===== src/rtl/llki_key_vault.sv =====
// llki_key_vault: LLKI discrete key receiver and holder.
// Assembles KEY_WORDS words of WORD_WIDTH bits into key_register, compares
// the completed key with EXPECTED_KEY, flags transfers attempted after the
// key is complete, and zeroizes word-by-word on clear before acknowledging.
//
// Ports:
//   clk                 rising-edge clock
//   rst                 synchronous active-high reset
//   llkid_key_data      key word (WORD_WIDTH)
//   llkid_key_valid     key word valid
//   llkid_key_ready     vault accepts a word this cycle (registered)
//   llkid_key_complete  all KEY_WORDS words loaded (registered)
//   llkid_clear_key     zeroization request
//   llkid_clear_key_ack one-cycle zeroization-done pulse (registered)
//   key_register        loaded key, word i at [WORD_WIDTH*i +: WORD_WIDTH]
//   key_match           combinational: complete and key equals EXPECTED_KEY
//   key_error           sticky overrun flag, cleared when zeroization completes
module llki_key_vault #(
    parameter int unsigned KEY_WORDS  = 1,
    parameter int unsigned WORD_WIDTH = 64,
    parameter logic [KEY_WORDS*WORD_WIDTH-1:0] EXPECTED_KEY = '0
) (
    input  logic                             clk,
    input  logic                             rst,
    input  logic [WORD_WIDTH-1:0]            llkid_key_data,
    input  logic                             llkid_key_valid,
    output logic                             llkid_key_ready,
    output logic                             llkid_key_complete,
    input  logic                             llkid_clear_key,
    output logic                             llkid_clear_key_ack,
    output logic [KEY_WORDS*WORD_WIDTH-1:0]  key_register,
    output logic                             key_match,
    output logic                             key_error
);

    localparam int unsigned   PW       = $clog2(KEY_WORDS + 1);
    localparam logic [PW-1:0] LAST_IDX = PW'(KEY_WORDS - 1);
    localparam logic [PW-1:0] FULL_IDX = PW'(KEY_WORDS);

    typedef enum logic [2:0] {
        ST_IDLE,
        ST_LOAD,
        ST_COMPLETE,
        ST_CLEAR,
        ST_ACK
    } state_t;

    state_t                               state;
    state_t                               state_d;
    logic [PW-1:0]                        wptr;
    logic [PW-1:0]                        cidx;
    logic [KEY_WORDS-1:0][WORD_WIDTH-1:0] key_words;
    logic                                 load_en;
    logic                                 zero_en;

    // Next-state decode; clear takes priority over a simultaneous transfer.
    always_comb begin
        state_d = state;
        load_en = 1'b0;
        zero_en = 1'b0;
        case (state)
            ST_IDLE, ST_LOAD: begin
                if (llkid_clear_key) begin
                    state_d = ST_CLEAR;
                end else if (llkid_key_valid && llkid_key_ready) begin
                    load_en = 1'b1;
                    state_d = (wptr == LAST_IDX) ? ST_COMPLETE : ST_LOAD;
                end
            end
            ST_COMPLETE: begin
                if (llkid_clear_key) begin
                    state_d = ST_CLEAR;
                end
            end
            ST_CLEAR: begin
                zero_en = 1'b1;
                if (cidx == LAST_IDX) begin
                    state_d = ST_ACK;
                end
            end
            ST_ACK: begin
                state_d = ST_IDLE;
            end
            default: begin
                state_d = ST_IDLE;
            end
        endcase
    end

    // State, pointers, key storage and registered outputs.
    always_ff @(posedge clk) begin
        if (rst) begin
            state               <= ST_IDLE;
            wptr                <= '0;
            cidx                <= '0;
            key_words           <= '0;
            llkid_key_ready     <= 1'b0;
            llkid_key_complete  <= 1'b0;
            llkid_clear_key_ack <= 1'b0;
            key_error           <= 1'b0;
        end else begin
            state               <= state_d;
            // Outputs follow the state being entered so they line up with it.
            llkid_key_ready     <= (state_d == ST_IDLE) || (state_d == ST_LOAD);
            llkid_key_complete  <= (state_d == ST_COMPLETE);
            llkid_clear_key_ack <= (state_d == ST_ACK);

            if (load_en) begin
                for (int unsigned i = 0; i < KEY_WORDS; i++) begin
                    if (PW'(i) == wptr) begin
                        key_words[i] <= llkid_key_data;
                    end
                end
            end

            if (state_d == ST_ACK) begin
                wptr <= '0;
            end else if (load_en && (wptr != FULL_IDX)) begin
                wptr <= wptr + PW'(1);
            end

            // cidx rests at zero outside ST_CLEAR, so entry always starts at word 0.
            if (zero_en) begin
                for (int unsigned i = 0; i < KEY_WORDS; i++) begin
                    if (PW'(i) == cidx) begin
                        key_words[i] <= '0;
                    end
                end
                if (cidx != FULL_IDX) begin
                    cidx <= cidx + PW'(1);
                end
            end else begin
                cidx <= '0;
            end

            if (state_d == ST_ACK) begin
                key_error <= 1'b0;
            end else if ((state == ST_COMPLETE) && llkid_key_valid) begin
                key_error <= 1'b1;
            end
        end
    end

    assign key_register = key_words;
    assign key_match    = llkid_key_complete && (key_register == EXPECTED_KEY);

endmodule


===== config.mk =====
export PLATFORM = sky130hd
export DESIGN_NAME = llki_key_vault
export DESIGN_NICKNAME = d
export VERILOG_FILES = /design/src/rtl/llki_key_vault.sv
export SDC_FILE = /design/constraint.sdc
export NUM_CORES = 1
export LEC_CHECK = 0
export ABC_AREA = 1
export CORE_ASPECT_RATIO = 2
export CORE_MARGIN = 3
export CORE_UTILIZATION = 25
export DETAILED_ROUTE_END_ITERATION = 8
export DONT_BUFFER_PORTS = 1
export GPL_ROUTABILITY_DRIVEN = 0
export SYNTH_ARGS = -nofsm -noshare
export SYNTH_HDL_FRONTEND = slang
export SYNTH_SLANG_ARGS = --single-unit

===== constraint.sdc =====
create_clock -name clk -period 1.8 [get_ports clk]
set_clock_uncertainty 0.05 [all_clocks]
set_input_delay 0.36 -clock clk [delete_from_list [all_inputs] [get_ports clk]]
set_output_delay 0.36 -clock clk [all_outputs]
set_load 0.02 [all_outputs]

==> out/metrics.cfg <==
[run_status]
status = finished with violations
violations = negative setup slack

[yosys]
synth_xor_area_share_pct = 0
yosysUniqueCellTypes = 25
syn_inst = 384
synth-simple-area-share_pct = 30.6
synthesis.nets = 452
synth.avg_cell_area_sq_um = 8.46
yosys_warnings = 0
ys_seq_elements = 73
seq_area_frac_synth_pct = 45.0
synth_fa_ha_area_share_pct = 0
synth_compound_area_share_pct = 16.9
ys.flop_type = dfxtp_1
synth_top_family_by_area = simple AND/OR/NAND/NOR gates
synth_top_area_share_pct = 45.0
synthArstFlopShare_pct = 0
synth_edf_count = 0
yosysTopAreaCell = dfxtp_1
synthTopCellsByArea = dfxtp_1, nor2_1, o21ai_2
syn_area_sq_mm = 0.00325
yosys-mux-area-fraction_pct = 0

[clock_tree]
cts-root-buf = clkbuf_16
cts.clk_slew.worst_paths_ns = 0.06
cts_hold_buf = 0
cts_tree = done
cts_buffer_depth = 2
clock-sinks = 73
insertion_delay_ns = 0.32
h-tree-depth = 3
cts_made_buffers = 9

[finish]
antennaDiodeCount = 0
layout_commonest_cell = nor2_1
final_cell_mix = nor2_1, dfxtp_1, nor2_2, o21ai_2, buf_4
fin_nets = 492
syn_to_final_growth_pct = 22.4
drive_gt1_share_pct = 42.2

[power_and_ir_drop]
switching_power_mw = 1.24
totalPowerFinal_mw = 4.45
ir_worst_vdd_uv = 514
power_switching_share_pct = 27.8
power_density_mw_per_mm2 = 1120
leakagePower_nw = 1.53
intPower_mw = 3.21
pwr-share-comb_pct = 16.7
p_seq_share_pct = 40.7
pwr-share-clk_pct = 42.6

[detailed_routing]
drc = 0
final_antenna_net_count = 0
drt_iter0_markers = 78
highest_layer = met4
m1WireLength_mm = 2.92
num_vias = 2565
wl_met3_um = 586
first_pass_iters = 4
wl_per_cell_um = 13.9
vias_per_cell = 4.43
dr_wl_met2_mm = 4.37
wirelength_mm = 8.05

[critical_path]
endpoint = key_match
crit_fanout = 2
r2r_slack_ns = 0.28
r2r-end = key_register[22]
worstRegToRegCells = 9
start_kind = flip-flop
startpoint = key_register[28]
arrival_ns = 1.43
r2r-start = state[2]
required_ns = 1.39
crit_path_end_kind = output port
worstSetupPathType = reg2out

[floorplanning]
core_sq_mm = 0.0126
dieHeight_um = 167
die_area_sq_mm = 0.0145
rows = 58
die-width_um = 86.6
start_util_pct = 25.7
pin_count = 137

[global_routing]
grt_pass1_vias = 2603
grt_antenna_before_repair = 0
track_usage_pct = 11.2
grt_pass1_wl_mm = 12.7
grt_overflow = 0
grt_max_degree = 65

[sta]
relSlewSlack_pct = 71.4
grt_setup_unrepaired = true
slew_violations = 0
fin_ws_ns = -0.0420
finalCriticalPeriod_ns = 1.84
tns_ns = -0.0420
post-route-period-util_pct = 102
max_freq_mhz = 543
hold_violations = 0
tightest_slew_ns = 0.429
whs_ns = 0.0480
setup_viol = 1

[place]
hpwl_mm = 6.16
place_ws_ns = 0.214
io_buffer_count = 0

[flow_run]
cap_viol_max_count = 0

[worst_hold_path]
min_path_type = in2reg

-- timing repair --
item	in CTS	in global routing
gates resized for setup	1	5
buffers inserted	0	0
pin swaps	0	7
setup endpoints to repair	1	1
cloned	0	0
-- how the worst min path moves through the flow --
stage,from,to,slack (ns),depth (start not counted)
floorplan,rst,state[0],0.38,1
global placement,rst,state[2],0.38,1
detailed placement,rst,state[2],0.39,1
CTS,rst,llkid_clear_key_ack,0.03,1
global route,rst,llkid_clear_key_ack,0.03,1
finish,rst,llkid_clear_key_ack,0.05,1
-- sequential cells by signal (all words and copies together) (netlist names) --
signal and flops:
wptr 1, llkid_clear_key_ack 1, key_error 1, state 3, key_register 64, llkid_key_complete 1, llkid_key_ready 1, cidx 1
-- cell usage after synthesis, types with 2 or more instances --
cell	instances
buf_4	6
nor3_1	2
a21oi_1	5
inv_2	4
nand4_1	2
dfxtp_1	73
inv_1	6
o211ai_1	2
buf_2	7
o21ai_2	50
nand2_4	2
nand2_1	21
nand3_1	2
o21ai_0	4
buf_12	6
o21ai_1	10
nor2_1	125
nor2_2	50
-- layer usage --
| metal | up-vias | track usage (%) |
|---|---|---|
| met5 | - | 0 |
| met4 | 0 | 4.88 |
| met3 | 12 | 3.64 |
| met2 | 86 | 20.3 |
| met1 | 1167 | 11.4 |
| li1 | 1300 | - |
-- metrics by stage --
step	util, %	instance area, sq um	cells
global route	31.5	3980	579
floorplan	-	3250	384
global placement	28.8	3640	563
CTS	31.4	3970	579
finish	31.5	3980	579
detailed placement	28.8	3640	563
-- layout make-up --
cell class              instances  area (sq um)
multi-input cells             281          1560
flip-flops and latches         73          1460
clock buffers                  10           229
repair buffers                 48           398
well taps                     150           188
inverters                      11          43.8
clock inverters                 6          91.3
fillers                      1386          8650
-- logic make-up after synthesis --
group	Yosys count
AO/OA/AOI/OAI	71
buffers and inverters	30
flip-flops	73
AND/OR/NAND/NOR	210
-- worst max-delay path, cell delays in order (launching register included) --
cell	delay, ns
dfxtp_1	0.31
nor2_1	0.11
nand2_1	0.06
nor2_1	0.10
nand2_1	0.09
nor2_2	0.13
nand2_1	0.07
nor2_1	0.10
buf_4	0.14
-- power groups by stage --
stage / Clock, mW / Sequential [mW] / Combinational, mW
6_report: 1.90 / 1.81 / 0.744
5_1_grt: 2.05 / 1.82 / 0.839
3_3_place_gp: 0 / 1.84 / 0.734
2_1_floorplan: 0 / 1.90 / 0.520
4_1_cts: 1.97 / 1.81 / 0.758
3_5_place_dp: 0 / 1.85 / 0.749
Power figures use the tool's default switching activity.
